===== config.mk =====
export PLATFORM = sky130hd
export DESIGN_NAME = sa_host_sequencer
export DESIGN_NICKNAME = d
export VERILOG_FILES = /design/src/rtl/sa_pkg.sv /design/src/rtl/sa_check_pipe.sv /design/src/rtl/sa_host_sequencer.sv
export SDC_FILE = /design/constraint.sdc
export NUM_CORES = 1
export LEC_CHECK = 0
export CELL_PAD_IN_SITES_DETAIL_PLACEMENT = 0
export CELL_PAD_IN_SITES_GLOBAL_PLACEMENT = 1
export CORE_AREA = 2 2 141 143
export DETAILED_ROUTE_END_ITERATION = 6
export DIE_AREA = 0 0 143 145
export HOLD_SLACK_MARGIN = 0.08
export PLACE_DENSITY_LB_ADDON = 0.12
export SYNTH_ARGS = -nofsm -noshare
export SYNTH_HDL_FRONTEND = slang
export SYNTH_SLANG_ARGS = --single-unit
export TNS_END_PERCENT = 10

===== constraint.sdc =====
create_clock -name clk -period 5.5 [get_ports clk]
set_input_delay 1.1 -clock clk [delete_from_list [all_inputs] [get_ports clk]]
set_output_delay 1.1 -clock clk [all_outputs]
set_load 0.02 [all_outputs]

===== src/rtl/sa_pkg.sv =====
// Shared types and width helpers for the systolic-array host side.
package sa_pkg;

  typedef enum logic [3:0] {
    StIdle,
    StLoadA,
    StLoadB,
    StLoadI,
    StStart,
    StWait,
    StCheck,
    StDrain,
    StDone
  } sa_state_e;

  // Address width that stays at least one bit for degenerate depths.
  function automatic int unsigned sa_clog2(input int unsigned n);
    return (n <= 1) ? 1 : $clog2(n);
  endfunction

  function automatic int unsigned sa_words_per_instr(input int unsigned rows);
    return rows * rows;
  endfunction

endpackage


===== src/rtl/sa_check_pipe.sv =====
// Read-latency delay line of {valid, index, expected} with result comparator and tallies.
module sa_check_pipe #(
  parameter int unsigned RD_LAT = 1,
  parameter int unsigned OW     = 32,
  parameter int unsigned OAW    = 7,
  parameter int unsigned CW     = 8
) (
  input  logic           clk,
  input  logic           rst,
  input  logic           i_clear,
  input  logic           i_push,
  input  logic [OAW-1:0] i_idx,
  input  logic [OW-1:0]  i_exp,
  input  logic [OW-1:0]  i_data,
  output logic           o_pending,
  output logic [CW-1:0]  o_pass_count,
  output logic [CW-1:0]  o_fail_count,
  output logic [OAW-1:0] o_first_fail
);

  localparam int unsigned Last = RD_LAT - 1;

  logic [RD_LAT-1:0] r_vld;
  logic [OAW-1:0]    r_idx [RD_LAT];
  logic [OW-1:0]     r_exp [RD_LAT];
  logic [CW-1:0]     r_pass;
  logic [CW-1:0]     r_fail;
  logic [OAW-1:0]    r_first;

  always_ff @(posedge clk) begin
    if (rst || i_clear) begin
      r_vld   <= '0;
      r_pass  <= '0;
      r_fail  <= '0;
      r_first <= '0;
      for (int i = 0; i < int'(RD_LAT); i++) begin
        r_idx[i] <= '0;
        r_exp[i] <= '0;
      end
    end else begin
      r_vld[0] <= i_push;
      r_idx[0] <= i_idx;
      r_exp[0] <= i_exp;
      for (int i = 1; i < int'(RD_LAT); i++) begin
        r_vld[i] <= r_vld[i-1];
        r_idx[i] <= r_idx[i-1];
        r_exp[i] <= r_exp[i-1];
      end
      if (r_vld[Last]) begin
        if (i_data == r_exp[Last]) begin
          r_pass <= r_pass + 1'b1;
        end else begin
          if (r_fail == '0) r_first <= r_idx[Last];
          r_fail <= r_fail + 1'b1;
        end
      end
    end
  end

  // The exit stage is consumed on this edge, so only earlier stages count as pending.
  always_comb begin
    o_pending = 1'b0;
    for (int i = 0; i + 1 < int'(RD_LAT); i++) begin
      o_pending = o_pending | r_vld[i];
    end
  end

  assign o_pass_count = r_pass;
  assign o_fail_count = r_fail;
  assign o_first_fail = r_first;

endmodule


===== src/rtl/sa_host_sequencer.sv =====
// Host sequencer: loads A/B/instruction memories, starts the array, then checks results.
module sa_host_sequencer
  import sa_pkg::*;
#(
  parameter int unsigned ROWS      = 4,
  parameter int unsigned DEPTH     = 256,
  parameter int unsigned DW        = 16,
  parameter int unsigned OW        = 32,
  parameter int unsigned IW        = 4,
  parameter int unsigned INUM      = 8,
  parameter int unsigned ODEPTH    = 128,
  parameter int unsigned RD_LAT    = 1,
  parameter int unsigned SHARED_AB = 1,
  parameter int unsigned TIMEOUT   = 65535,
  localparam int unsigned AW       = sa_clog2(ROWS * DEPTH),
  localparam int unsigned IAW      = sa_clog2(INUM),
  localparam int unsigned OAW      = sa_clog2(ODEPTH),
  localparam int unsigned CW       = OAW + 1
) (
  input  logic           clk,
  input  logic           rst,
  input  logic           go,
  input  logic [IW-1:0]  cfg_n,
  input  logic           s_valid,
  output logic           s_ready,
  input  logic [DW-1:0]  s_data,
  input  logic           e_valid,
  output logic           e_ready,
  input  logic [OW-1:0]  e_data,
  output logic [AW-1:0]  addrA,
  output logic [DW-1:0]  dataA,
  output logic           enA,
  output logic [AW-1:0]  addrB,
  output logic [DW-1:0]  dataB,
  output logic           enB,
  output logic [IAW-1:0] addrI,
  output logic [IW-1:0]  dataI,
  output logic           enI,
  output logic [OAW-1:0] addrO,
  input  logic [OW-1:0]  dataO,
  output logic           ap_start,
  input  logic           ap_done,
  output logic           busy,
  output logic           done,
  output logic           timeout,
  output logic [CW-1:0]  pass_count,
  output logic [CW-1:0]  fail_count,
  output logic [OAW-1:0] first_fail
);

  localparam int unsigned LW  = (AW > IAW) ? AW : IAW;
  localparam int unsigned TW  = sa_clog2(TIMEOUT + 1);
  localparam int unsigned Wpi = sa_words_per_instr(ROWS);
  localparam logic [LW-1:0] LastAB   = LW'(ROWS * DEPTH - 1);
  localparam logic [LW-1:0] LastI    = LW'(INUM - 1);
  localparam logic [TW-1:0] LastWait = TW'(TIMEOUT - 1);

  sa_state_e      r_state, w_state_d;
  logic [LW-1:0]  r_ld_cnt, w_ld_cnt_d;
  logic [TW-1:0]  r_wait_cnt, w_wait_cnt_d;
  logic [CW-1:0]  r_total, w_total_d, w_total_go;
  logic [CW-1:0]  r_iss, w_iss_d, w_iss_next;
  logic [AW-1:0]  r_addr_a, w_addr_a_d, r_addr_b, w_addr_b_d;
  logic [DW-1:0]  r_data_a, w_data_a_d, r_data_b, w_data_b_d;
  logic [IAW-1:0] r_addr_i, w_addr_i_d;
  logic [IW-1:0]  r_data_i, w_data_i_d;
  logic [OAW-1:0] r_addr_o, w_addr_o_d;
  logic           r_en_a, w_en_a_d, r_en_b, w_en_b_d, r_en_i, w_en_i_d;
  logic           r_s_ready, w_s_ready_d, r_e_ready, w_e_ready_d;
  logic           r_ap_start, w_ap_start_d;
  logic           r_busy, w_busy_d, r_done, w_done_d, r_timeout, w_timeout_d;
  logic           w_s_acc, w_e_acc, w_push, w_clear, w_pending;
  int unsigned    w_prod;

  assign w_s_acc    = s_valid & r_s_ready;
  assign w_e_acc    = e_valid & r_e_ready;
  assign w_iss_next = r_iss + 1'b1;

  always_comb begin
    w_prod     = Wpi * 32'(cfg_n);
    w_total_go = (w_prod > ODEPTH) ? CW'(ODEPTH) : CW'(w_prod);
  end

  always_comb begin
    w_state_d    = r_state;
    w_ld_cnt_d   = r_ld_cnt;
    w_wait_cnt_d = r_wait_cnt;
    w_total_d    = r_total;
    w_iss_d      = r_iss;
    w_addr_a_d   = r_addr_a;
    w_data_a_d   = r_data_a;
    w_addr_b_d   = r_addr_b;
    w_data_b_d   = r_data_b;
    w_addr_i_d   = r_addr_i;
    w_data_i_d   = r_data_i;
    w_addr_o_d   = r_addr_o;
    w_en_a_d     = 1'b0;
    w_en_b_d     = 1'b0;
    w_en_i_d     = 1'b0;
    w_ap_start_d = 1'b0;
    w_timeout_d  = r_timeout;
    w_push       = 1'b0;
    w_clear      = 1'b0;

    unique case (r_state)
      StIdle, StDone: begin
        if (go) begin
          w_state_d   = StLoadA;
          w_ld_cnt_d  = '0;
          w_total_d   = w_total_go;
          w_iss_d     = '0;
          w_addr_o_d  = '0;
          w_timeout_d = 1'b0;
          w_clear     = 1'b1;
        end
      end
      StLoadA: begin
        if (w_s_acc) begin
          w_en_a_d   = 1'b1;
          w_addr_a_d = r_ld_cnt[AW-1:0];
          w_data_a_d = s_data;
          if (SHARED_AB != 0) begin
            w_en_b_d   = 1'b1;
            w_addr_b_d = r_ld_cnt[AW-1:0];
            w_data_b_d = s_data;
          end
          w_ld_cnt_d = r_ld_cnt + 1'b1;
          if (r_ld_cnt == LastAB) begin
            w_ld_cnt_d = '0;
            w_state_d  = (SHARED_AB != 0) ? StLoadI : StLoadB;
          end
        end
      end
      StLoadB: begin
        if (w_s_acc) begin
          w_en_b_d   = 1'b1;
          w_addr_b_d = r_ld_cnt[AW-1:0];
          w_data_b_d = s_data;
          w_ld_cnt_d = r_ld_cnt + 1'b1;
          if (r_ld_cnt == LastAB) begin
            w_ld_cnt_d = '0;
            w_state_d  = StLoadI;
          end
        end
      end
      StLoadI: begin
        if (w_s_acc) begin
          w_en_i_d   = 1'b1;
          w_addr_i_d = r_ld_cnt[IAW-1:0];
          w_data_i_d = s_data[IW-1:0];
          w_ld_cnt_d = r_ld_cnt + 1'b1;
          if (r_ld_cnt == LastI) begin
            w_ld_cnt_d = '0;
            w_state_d  = StStart;
          end
        end
      end
      StStart: begin
        w_ap_start_d = 1'b1;
        w_wait_cnt_d = '0;
        w_state_d    = StWait;
      end
      StWait: begin
        // A stale ap_done from the previous run is masked while the start pulse is out.
        if (ap_done && !r_ap_start) begin
          w_state_d  = (r_total == '0) ? StDone : StCheck;
          w_iss_d    = '0;
          w_addr_o_d = '0;
        end else if (r_wait_cnt == LastWait) begin
          w_state_d   = StDone;
          w_timeout_d = 1'b1;
        end else begin
          w_wait_cnt_d = r_wait_cnt + 1'b1;
        end
      end
      StCheck: begin
        if (w_e_acc) begin
          w_push     = 1'b1;
          w_iss_d    = w_iss_next;
          w_addr_o_d = w_iss_next[OAW-1:0];
          if (w_iss_next == r_total) w_state_d = StDrain;
        end
      end
      StDrain: begin
        if (!w_pending) w_state_d = StDone;
      end
      default: w_state_d = StIdle;
    endcase

    w_s_ready_d = (w_state_d == StLoadA) || (w_state_d == StLoadB) || (w_state_d == StLoadI);
    w_e_ready_d = (w_state_d == StCheck);
    w_busy_d    = (w_state_d != StIdle) && (w_state_d != StDone);
    w_done_d    = (w_state_d == StDone);
  end

  always_ff @(posedge clk) begin
    if (rst) begin
      r_state    <= StIdle;
      r_ld_cnt   <= '0;
      r_wait_cnt <= '0;
      r_total    <= '0;
      r_iss      <= '0;
      r_addr_a   <= '0;
      r_data_a   <= '0;
      r_addr_b   <= '0;
      r_data_b   <= '0;
      r_addr_i   <= '0;
      r_data_i   <= '0;
      r_addr_o   <= '0;
      r_en_a     <= 1'b0;
      r_en_b     <= 1'b0;
      r_en_i     <= 1'b0;
      r_s_ready  <= 1'b0;
      r_e_ready  <= 1'b0;
      r_ap_start <= 1'b0;
      r_busy     <= 1'b0;
      r_done     <= 1'b0;
      r_timeout  <= 1'b0;
    end else begin
      r_state    <= w_state_d;
      r_ld_cnt   <= w_ld_cnt_d;
      r_wait_cnt <= w_wait_cnt_d;
      r_total    <= w_total_d;
      r_iss      <= w_iss_d;
      r_addr_a   <= w_addr_a_d;
      r_data_a   <= w_data_a_d;
      r_addr_b   <= w_addr_b_d;
      r_data_b   <= w_data_b_d;
      r_addr_i   <= w_addr_i_d;
      r_data_i   <= w_data_i_d;
      r_addr_o   <= w_addr_o_d;
      r_en_a     <= w_en_a_d;
      r_en_b     <= w_en_b_d;
      r_en_i     <= w_en_i_d;
      r_s_ready  <= w_s_ready_d;
      r_e_ready  <= w_e_ready_d;
      r_ap_start <= w_ap_start_d;
      r_busy     <= w_busy_d;
      r_done     <= w_done_d;
      r_timeout  <= w_timeout_d;
    end
  end

  sa_check_pipe #(
    .RD_LAT (RD_LAT),
    .OW     (OW),
    .OAW    (OAW),
    .CW     (CW)
  ) u_check_pipe (
    .clk          (clk),
    .rst          (rst),
    .i_clear      (w_clear),
    .i_push       (w_push),
    .i_idx        (r_iss[OAW-1:0]),
    .i_exp        (e_data),
    .i_data       (dataO),
    .o_pending    (w_pending),
    .o_pass_count (pass_count),
    .o_fail_count (fail_count),
    .o_first_fail (first_fail)
  );

  assign s_ready  = r_s_ready;
  assign e_ready  = r_e_ready;
  assign addrA    = r_addr_a;
  assign dataA    = r_data_a;
  assign enA      = r_en_a;
  assign addrB    = r_addr_b;
  assign dataB    = r_data_b;
  assign enB      = r_en_b;
  assign addrI    = r_addr_i;
  assign dataI    = r_data_i;
  assign enI      = r_en_i;
  assign addrO    = r_addr_o;
  assign ap_start = r_ap_start;
  assign busy     = r_busy;
  assign done     = r_done;
  assign timeout  = r_timeout;

endmodule

# Yosys cells after proc, flatten, opt, wreduce, memory -nomap -nowiden

Memories as Yosys holds them, arrays and structs flattened. A register that Yosys moved wholly into a read port is not among the register bits.
Cells that the tools add are included.
W data, S select, Z words.

Input bits: 90
Word-level logic and storage cells: 144
Bits in writable memories: 39
Memories: 2
Output and inout port bits: 98
Register bits after elaboration: 138

Equality and inequality tests: 27
Bitwise operators: 7
$lt $le $gt $ge: 1
Multiplexer cells: 45
Reductions and logical operators: 33
Add/sub/neg operators: 5

Memory list:

| memory             | depth | bits a word | read ports | clocked after memory_dff | wr ports | RTL line            | RTL |
|---|---|---|---|---|---|---|---|
| u_check_pipe.r_exp | 1     | 32          | 1          | 0                        | 1        | sa_check_pipe.sv:25 | `logic [OW-1:0] r_exp [RD_LAT];` |
| u_check_pipe.r_idx | 1     | 7           | 1          | 1                        | 1        | sa_check_pipe.sv:24 | `logic [OAW-1:0] r_idx [RD_LAT];` |

Operator list:

| cell                    | count |
|---|---|
| $mux W10                | 5 |
| $mux W4                 | 10 |
| $eq A32 B32 Y1          | 1 |
| $mux W16                | 2 |
| $mux W32                | 1 |
| $mux W8                 | 4 |
| $pmux W16 S2            | 1 |
| $reduce_or A32 Y1       | 1 |
| $pmux W10 S3            | 1 |
| $mux W7                 | 4 |
| $pmux W4 S7             | 1 |
| $add A8 B1 Y8 const B   | 3 |
| $pmux W8 S3             | 1 |
| $pmux W7 S3             | 1 |
| $eq A4 B3 Y1 const B    | 5 |
| $add A16 B1 Y16 const B | 1 |
| $eq A16 B16 Y1 const B  | 1 |
| $eq A4 B2 Y1 const B    | 4 |
| $logic_not A8 Y1        | 2 |
| $ne A2 B2 Y1 const B    | 7 |
| $mux W1                 | 13 |
| $reduce_and A2 Y1       | 6 |
| $reduce_and A4 Y1       | 3 |
| $reduce_or A2 Y1        | 6 |
| other kinds (21)        | 34 |

# Depth between registers and ports, before layout

Gate-level depths: netlist of the first run.

Depth in word-level cells: 8
Gate-level depth with buffers: 8
Depth with buffers taken out: 7

# Cells and area by module

From an unflattened synthesis of the first run, not the netlist that was laid out.

Cell total of the unflattened synthesis: 877
Area, all modules: 7445.9 sq um

Modules (own cells, without submodules):

| module            | seq. area each (sq um) | area an instance (sq um) | instances | cells each |
|---|---|---|---|---|
| sa_host_sequencer | 2202.1                 | 4810.9                   | 1         | 605 |
| sa_check_pipe     | 1261.2                 | 2635.0                   | 1         | 272 |

# Least setup slack after synthesis of the first run

Ideal clock, no wire load.

Path kind: input to register
Start point: in dataO[15]
End point: reg u_check_pipe.r_pass[3] (netlist: u_check_pipe.o_pass_count[3])
Required time: 5381 ps
Slack: 2906 ps
Data arrival time: 2475 ps
Buffers on the path: 1
Stages: 6
Setup time: 119 ps
Cell sequence: xnor2_1 -> nand4_1 -> nor4_2 -> clkbuf_1 -> nand4_1 -> mux2i_1

Word-level cells in the longest chain between the ends: 2

Ends and longest elaborated chain:

| what                        | RTL line                | RTL |
|---|---|---|
| start, declared             | sa_host_sequencer.sv:40 | `input logic [OW-1:0] dataO,` |
| $eq A32 B32 Y1              | sa_check_pipe.sv:50     | `if (i_data == r_exp[Last]) begin` |
| $reduce_and A2 Y1 (no line) | -                       |  |
| end signal, assigned        | sa_check_pipe.sv:51     | `r_pass <= r_pass + 1'b1;` |
| end, declared               | sa_check_pipe.sv:26     | `logic [CW-1:0] r_pass;` |

Every way passes these cells.
A chain may end at the register's enable or synchronous reset.

# Worst setup path after layout of the first run

Start point: in s_valid
End point: reg r_e_ready (netlist: e_ready)

Word-level cells in the longest chain between the ends: 4
Elaborated cells on any way between the ends: 5
Classes of those cells: eq/ne (1); mux (3); bitwise (1)

Ends and longest elaborated chain:

| what                       | RTL line                                           | RTL |
|---|---|---|
| start, declared            | sa_host_sequencer.sv:24                            | `input logic s_valid,` |
| $and A1 B1 Y1 *            | sa_host_sequencer.sv:75                            | `assign w_s_acc = s_valid & r_s_ready;` |
| $mux W4 (on tied branches) | sa_host_sequencer.sv:147, sa_host_sequencer.sv:135 |  |
| $pmux W4 S7 *              | sa_host_sequencer.sv:105                           | `unique case (r_state)` |
| $eq A4 B3 Y1 *             | sa_host_sequencer.sv:191                           | `w_e_ready_d = (w_state_d == StCheck);` |
| end signal, assigned       | sa_host_sequencer.sv:236                           | `r_e_ready <= w_e_ready_d;` |
| end, declared              | sa_host_sequencer.sv:69                            | `logic r_s_ready, w_s_ready_d, r_e_ready, w_e_ready_d;` |

Every way passes the cells marked *; elsewhere a longest branch is shown, timed or not.

==> results of run 1 <==
## path summary, 6_finish.rpt
kind | end | slack (ns) | from
max | e_ready | 2.50 | s_valid
min | u_check_pipe.o_first_fail[4] | 0.44 | u_check_pipe.r_idx[0][4]
max reg2reg | u_check_pipe.o_first_fail[1] | 2.88 | r_state[2]
min reg2reg | u_check_pipe.o_first_fail[4] | 0.44 | u_check_pipe.r_idx[0][4]
## worst max-delay path: stages
cell	delay, ns
clkdlybuf4s50_1	0.52
and4bb_2	0.29
and2_1	0.81
a211oi_1	0.29
nor4_1	0.32
## sequential cells by signal, summed over array words and instances, names as in the netlist, 3 cells and up
register / flops
u_check_pipe.o_first_fail: 7
dataB: 16
u_check_pipe.r_exp: 32
u_check_pipe.r_idx: 7
addrA: 10
r_wait_cnt: 16
r_ld_cnt: 10
r_total: 4
r_state: 4
addrB: 10
dataI: 4
u_check_pipe.o_pass_count: 8
dataA: 16
u_check_pipe.o_fail_count: 8
addrI: 3
r_iss: 8
## cells in the final DEF, fill, tap and decap left out, types with 7 or more instances in the layout
master,instances
nor4_1,8
nand3_1,22
and3_1,45
mux2i_1,21
nor2_1,38
a21oi_1,99
nand4_1,25
o21ai_0,25
buf_4,8
clkbuf_16,17
or3_1,26
nand2_1,189
dfxtp_1,173
ha_1,7
inv_1,9
clkdlybuf4s50_1,186
xnor2_1,42
nor3_1,9
## kinds of logic after synthesis
kind of cell    Yosys count  share of synthesized area [%]
simple gates            408                           27.5
flops                   173                           46.9
compound gates          156                           11.9
buf+inv                  71                           4.41
xor+xnor                 44                           5.22
mux                      21                           2.85
fa+ha+maj                 7                           1.19
## per-layer routing
layer	vias to the layer above	routed length, µm
met5	-	0
met3	7	1260
li1	3344	-
met4	0	114
met1	2979	9540
met2	154	8570
## Yosys cell counts, types with 4 or more instances
cell,count,area (µm²)
and3_1,45,282
or3_1,26,163
buf_2,7,35.0
and2_1,5,31.3
or4_1,4,30.0
ha_1,7,87.6
o21ai_0,25,125
dfxtp_1,173,3460
a2111o_1,4,45.0
nand2_1,189,709
a21oi_1,99,495
clkbuf_1,44,165
nor2_1,40,150
nor3_1,9,45.0
nand4_1,25,156
inv_1,9,33.8
nor2b_1,4,25.0
xnor2_1,42,368
nor4_1,8,50.1
buf_4,7,52.6
a31oi_1,6,37.5
nand3b_1,5,37.5
nand3_1,22,110
or2_2,5,31.3
mux2i_1,21,210
## power groups by stage
stage / combinational, mW / sequential (mW) / clock (mW)
after floorplan: 0.0995 / 1.32 / 0
after global placement: 0.209 / 1.32 / 0
after detailed placement: 0.209 / 1.32 / 0
after CTS: 0.210 / 1.29 / 1.25
after global routing: 0.226 / 1.29 / 1.30
final: 0.207 / 1.29 / 1.21
## area by class of cell
class                   count  area [µm²]
clock inverters            15         170
fillers                  1851        9260
inverters                   9        33.8
well taps                 265         332
clock buffers              17         425
multi-input cells         636        3600
flip-flops and latches    173        3460
repair buffers            194        1920
==> impl_metrics.toml, run 1 <==
[status]
status = "completed"

[drt]
postRouteAntennaNets = 0
avgViaCountPerCell = 4.95
drtIter0Drc = 272
wl_mm = 19.5
drc = 0
dr.pass1.iters = 4
wire_per_inst_um = 14.9
vias = 6484

[power]
p_per_area_nw_per_um2 = 272
p_int_mw = 2.04
combPwrFrac_pct = 7.7
ir_worst_vdd_uv = 208
power_mw = 2.71
swShare_pct = 24.9
total_leakage_power_nw = 3.43
p_clk_share_pct = 44.7
pwr-share-seq_pct = 47.6
switching_power_uw = 673

[global_route]
antenna_found_initial = 0
use_met2_pct = 28.7
grt_max_degree = 80
grt_pass1_wl_mm = 31.6
grt_pass1_vias = 6078
use_met3_pct = 5.78
grt-busiest-layer = "met2"
grt_use_total_pct = 18.7
gr-total-overflow = 0
gr-usage-met1_pct = 25.5

[yosys]
syn_nets = 977
ys_warn_count = 0
synth_area_per_cell_um2 = 8.39
netlist_area_um2 = 7380
ys_seq_elements = 173
ys_types = 59
syn_inst = 880
seq_area_frac_synth_pct = 46.9
postSynth.asyncResetShare_pct = 0
synth_enable_flop_cells = 0
synth_ff_type = "dfxtp_1"

[cells_and_area]
drive_gt1_share_pct = 5.36
fin_area_um2 = 9940
area_growth_pct = 34.7
num_antenna_cells = 0
nets = 1128
fin_util_pct = 51.8
finalNonFillerCells = 1309

[cts]
ctsHoldBuffers = 0
cts_setup_buffers = 0
clock_path_buffers = 2
numCtsBuffers = 17
clk_pin_slew_ns = 0.07
clk_latency_ns = 0.42
cts_resized = 0
htreeDepth = 4
cts_sinks = 173
cts-root-buf = "clkbuf_16"
cts_tree = "built"

[hold_path]
holdPathStages = 2
hp-class = "flip-flop to flip-flop"

[setup_path]
worstSetupPathType = "input pin to flip-flop"
crit_arrival_ns = 3.32
required_ns = 5.83
crit_path_max_fanout = 27
rr_worst_depth = 6
critPathLaunchType = "input pin"
end_kind = "flip-flop"

[placement]
dp_cells = 1277
dp_hpwl_mm = 13.1
dpl-instance-area_um2 = 9350
io_buffers = 187
pre_cts_ws_ns = 2.07
place_congestion = 0.803

[floorplanning]
row_count = 51
pin_count = 188
fp.coreArea_um2 = 19200
die-area_um2 = 20700
start_util_pct = 38.4
floorplan.die.height_um = 145
die_x_um = 143

[sta]
finalHoldViolCount = 0
period_minus_slack_ns = 3.00
relSlewSlack_pct = 31.8
drv_slew = 0
fin_ws_ns = 2.50
finalCritPeriodShare_pct = 54.5
skew_ns = 0.0111
tightestPinTransition_ns = 1.02
finalSetupTns_ns = 0
whs_ns = 0.440
rsz0062_at_grt = "no"
finalSetupViolCount = 0
fmax_mhz = 334

[run]
cap_violations = 0
Power figures use the tool's default switching activity.
==> run 2, diff against run 1 <==
- CORE_AREA: 2 2 141 143 -> 2 2 155 157
- DIE_AREA: 0 0 143 145 -> 0 0 157 159
- clock period: 5.5 -> 2.69 ns (I/O delays scaled with it)
==> run 2 against run 1 <==
Critical path depth rose by 2. First-iteration DRC count increased by 17%. Register-to-register slack worse by 2.5 ns. Die area grew 20%. Via count up 1.8%. Clock power grew 97%. Core utilization is 8.0 points lower. Combinational power up 120%. Worst hold slack gained 0.012 ns. Setup slack got worse by 2.2 ns.
==> impl_metrics.toml, run 2 (synthesis gave the netlist of run 1 again) <==
[global_route]
use_met3_pct = 5.69
grt_use_total_pct = 17.0
grt_pass1_vias = 6413
gr-usage-met1_pct = 21.6
grt_pass1_wl_mm = 34.2
antenna_found_initial = 0
use_met2_pct = 28.1
gr-total-overflow = 0
grt-busiest-layer = "met2"
grt_max_degree = 39

[cells_and_area]
nets = 1147
layout_commonest_cell = "nand2_1"
num_antenna_cells = 0
drive_gt1_share_pct = 7.06
multi_input_area_um2 = 3600
fillers = 2345
largest_register_ffs = 32
register_area_um2 = 3460
regMostFlops = "u_check_pipe.r_exp"
final_cell_mix = "nand2_1 (189), clkdlybuf4s50_1 (186), dfxtp_1 (173)"
area_growth_pct = 37.5
fin_area_um2 = 10100

[setup_path]
crit_arrival_ns = 2.65
worstSetupPathType = "flip-flop to flip-flop"
required_ns = 2.98
crit_path_max_fanout = 11
critPathLaunchType = "flip-flop"
end_kind = "flip-flop"

[drt]
postRouteAntennaNets = 0
vias = 6603
wire_per_inst_um = 15.2
wl_mm = 21.0
dr.pass1.iters = 4
drc = 0
avgViaCountPerCell = 4.78
drtIter0Drc = 318

[sta]
drv_slew = 0
finalSetupViolCount = 0
finalHoldViolCount = 0
rsz0062_at_grt = "no"
fmax_mhz = 424
relSlewSlack_pct = 43.2
period_minus_slack_ns = 2.36
finalSetupTns_ns = 0
finalCritPeriodShare_pct = 87.7
tightestPinTransition_ns = 0.852
skew_ns = 0.0121

[floorplanning]
die_x_um = 157
row_count = 56
floorplan.die.height_um = 159
start_util_pct = 31.8
fp.coreArea_um2 = 23200
die-area_um2 = 25000
pin_count = 188

[status]
status = "completed"

[hold_path]
hp-class = "flip-flop to flip-flop"

[placement]
dpl-instance-area_um2 = 9580
place_congestion = 0.782
io_buffers = 187
dp_hpwl_mm = 14.3

[cts]
cts_sinks = 173
clk_pin_slew_ns = 0.07
numCtsBuffers = 17
clock_path_buffers = 2
htreeDepth = 4
clk_latency_ns = 0.43
cts_setup_buffers = 0
ctsHoldBuffers = 0
cts_tree = "built"
cts-root-buf = "clkbuf_16"
cts_resized = 0

[run]
cap_violations = 0

[power]
p_per_area_nw_per_um2 = 538
total_leakage_power_nw = 3.51
power_mw = 5.46
ir_worst_vdd_uv = 363
==> run 2: cell count changes in the layout (fill, tap and decap cells not counted) <==
cell and change:
clkinvlp_4 +3, buf_4 +17, bufinv_16 -1, clkinv_8 -1
clkbuf_8 +1, clkinv_4 -2, buf_12 +2, inv_6 -1
clkinv_2 +1
==> run 2: stage by stage <==
step / cells / hold WS [ns] / setup slack [ns] / utilization, %
5_1_grt: 1382 / 0.460 / 0.0782 / 43.8
4_1_cts: 1382 / 0.451 / 0.307 / 43.8
6_report: 1382 / 0.452 / 0.332 / 43.8
3_5_place_dp: 1350 / 0.440 / 0.00939 / 41.3
2_1_floorplan: 880 / 0.424 / 0.658 / -
3_3_place_gp: 1350 / 0.437 / 0.0290 / 41.3
==> run 2: layout make-up <==
type | instances | share of cell area, %
multi-input combinational | 636 | 35.5
sequential | 173 | 34.1
timing repair buffer | 213 | 20.6
clock buffer | 18 | 4.33
tap | 319 | 3.93
clock inverter | 14 | 1.23
inverter | 9 | 0.333
==> run 2: routing by layer <==
layer  wire length [µm]  up-vias
met5                  0        -
met4                162        0
met3               1400       14
met2               9880      143
met1               9540     3062
li1                   -     3384
==> run 2: path summary, 6_finish.rpt <==
path,endpoint,from,slack (ns),cells past startpoint
worst max-delay path,r_wait_cnt[14],r_wait_cnt[0],0.33,7
worst min-delay path,dataI[2],dataI[2],0.45,2
worst max register to register,r_wait_cnt[14],r_wait_cnt[0],0.33,7
worst min register to register,dataI[2],dataI[2],0.45,2
==> run 2: worst max-delay path: stages (launching register included) <==
cell and delay (ns):
dfxtp_1 0.35, inv_1 0.09, ha_1 0.19, nand4_1 0.11
or4_1 0.50, a41oi_1 0.72, or3_1 0.21, a21oi_1 0.06
==> run 2: power by group <==
group / internal [mW] / switching [mW] / leakage, nW / total, mW
Clock: 1.25 / 1.13 / 0.272 / 2.38
Combinational: 0.238 / 0.210 / 1.84 / 0.448
Sequential: 2.61 / 0.0297 / 1.40 / 2.64
Total: 4.09 / 1.37 / 3.51 / 5.46
==> run 3, diff against run 2 <==
- PLACE_DENSITY: not set -> 0.79
- PLACE_DENSITY_LB_ADDON: 0.12 -> not set
==> run 3 against run 2 <==
Register-to-register slack improved by 0.05 ns. Maximum frequency rose by 2.3%. Critical endpoint is now e_ready. Die area did not move. Clock skew rose by 0.0030 ns. Critical path type unchanged. First-iteration DRC count rose by 63%. Global-route usage fell by 0.45 points. Flip-flop and latch count did not move. Sequential share of layout area barely moved. Critical path depth fell by 2. Routed wire length fell by 1.7%. Combinational power barely moved.
==> impl_metrics.toml, run 3 (synthesis gave the netlist of run 1 again) <==
[status]
status = "completed"

[drt]
avgViaCountPerCell = 4.85
drc = 0
dr.pass1.iters = 4
vias = 6698
wire_per_inst_um = 14.9
wl_mm = 20.6
postRouteAntennaNets = 0
drtIter0Drc = 518

[cells_and_area]
fillers = 2284
nets = 1145
fin_area_um2 = 10100
area_growth_pct = 37.3
layout_commonest_cell = "nand2_1"
num_antenna_cells = 0
final_cell_mix = "nand2_1 (189), clkdlybuf4s50_1 (186), dfxtp_1 (173)"
regMostFlops = "u_check_pipe.r_exp"
largest_register_ffs = 32
drive_gt1_share_pct = 6.88

[setup_path]
worstPathCellList = "nand4_1 -> nor4_1 -> o31ai_1 -> or4_1 -> nor4_1"
worstSetupEndpoint = "e_ready"
crit_start = "r_wait_cnt[5]"
slowest_stage = "or4_1"
worstSetupPathType = "flip-flop to flip-flop"
critPathLaunchType = "flip-flop"
required_ns = 3.00
rr_worst_depth = 5
rrSetupSlack_ns = 0.39
crit_path_max_fanout = 8
cpPeakStageDelay_ns = 0.52
regToRegStartpoint = "r_wait_cnt[5]"
end_kind = "flip-flop"
crit_arrival_ns = 2.61
r2r-end = "e_ready"
cp_common_cell = "nor4_1"

[hold_path]
hp-class = "flip-flop to flip-flop"
min-delay-start = "dataB[13]"

[floorplanning]
fp.coreArea_um2 = 23200
start_util_pct = 31.8
die_x_um = 157
floorplan.die.height_um = 159
die-area_um2 = 25000
pin_count = 188
row_count = 56

[cts]
numCtsBuffers = 17
cts-root-buf = "clkbuf_16"
cts_sinks = 173
ctsHoldBuffers = 0
htreeDepth = 4
clk_latency_ns = 0.44
cts_setup_buffers = 0
cts_tree = "built"
cts_resized = 0
clk_pin_slew_ns = 0.08
clock_path_buffers = 2

[global_route]
antenna_found_initial = 0
grt_use_total_pct = 16.6
grt_max_degree = 64
grt_pass1_vias = 6361
gr-total-overflow = 0
grt_pass1_wl_mm = 33.2

[placement]
place_congestion = 0.795
dp_hpwl_mm = 14.5
io_buffers = 187
dpl-instance-area_um2 = 9570

[power]
power_mw = 5.50
total_leakage_power_nw = 3.50
p_per_area_nw_per_um2 = 542
ir_worst_vdd_uv = 327

[sta]
relSlewSlack_pct = 43.3
finalSetupViolCount = 0
skew_ns = 0.0150
drv_slew = 0
finalCritPeriodShare_pct = 85.7
fmax_mhz = 434
rsz0062_at_grt = "no"
period_minus_slack_ns = 2.30
finalSetupTns_ns = 0
tightestPinTransition_ns = 0.850
finalHoldViolCount = 0

[run]
cap_violations = 0
## run 3: cell count changes in the layout (fill, tap and decap cells not counted)
cell	delta
buf_4	-2
clkbuf_8	-1
clkinv_4	-2
clkinv_8	+1
inv_6	+1
inv_8	+1
## run 3: cell type report
cell class	count	area [µm²]	share of cell area, %
Sequential cell	173	3460	34.2
Timing Repair Buffer	211	2070	20.5
Clock inverter	15	144	1.42
Clock buffer	17	425	4.20
Multi-Input combinational cell	636	3600	35.5
Inverter	9	33.8	0.333
Tap cell	319	399	3.94
## run 3: metrics by stage
stage / instances / worst slack (ns) / hold slack, ns / util [%]
2_1_floorplan: 880 / 0.658 / 0.424 / -
3_3_place_gp: 1348 / 0.0901 / 0.431 / 41.3
3_5_place_dp: 1348 / 0.0227 / 0.446 / 41.3
4_1_cts: 1380 / 0.263 / 0.455 / 43.7
5_1_grt: 1380 / 0.0458 / 0.466 / 43.7
6_report: 1380 / 0.385 / 0.454 / 43.7
## run 3: how the worst min path moves through the flow
stage	endpoint	slack, ns	depth (start not counted)
2_1_floorplan	u_check_pipe.o_first_fail[0]	0.42	2
5_1_grt	u_check_pipe.o_first_fail[5]	0.47	2
6_report	dataB[13]	0.45	2
3_5_place_dp	u_check_pipe.o_first_fail[5]	0.45	2
4_1_cts	dataB[13]	0.45	2
3_3_place_gp	u_check_pipe.o_first_fail[0]	0.43	2
## run 3: worst max-delay path: cells and delay by family (launching register included)
kind,cells,cell delay [ns]
and+or+nand+nor,4,1.56
AOI/OAI and AO/OA,1,0.21
DFF,1,0.39
## run 3: report_power, final
part           switching, mW  internal (mW)  total (mW)
combinational          0.211          0.241       0.451
clock                   1.18           1.23        2.41
sequential            0.0305           2.61        2.64
total                   1.42           4.08        5.50
## run 3: metal layers
layer / global-route usage, % / wire, µm
met1: 21.1 / 9400
met3: 5.69 / 1480
met5: 0 / 0
met4: 4.92 / 301
met2: 26.5 / 9440
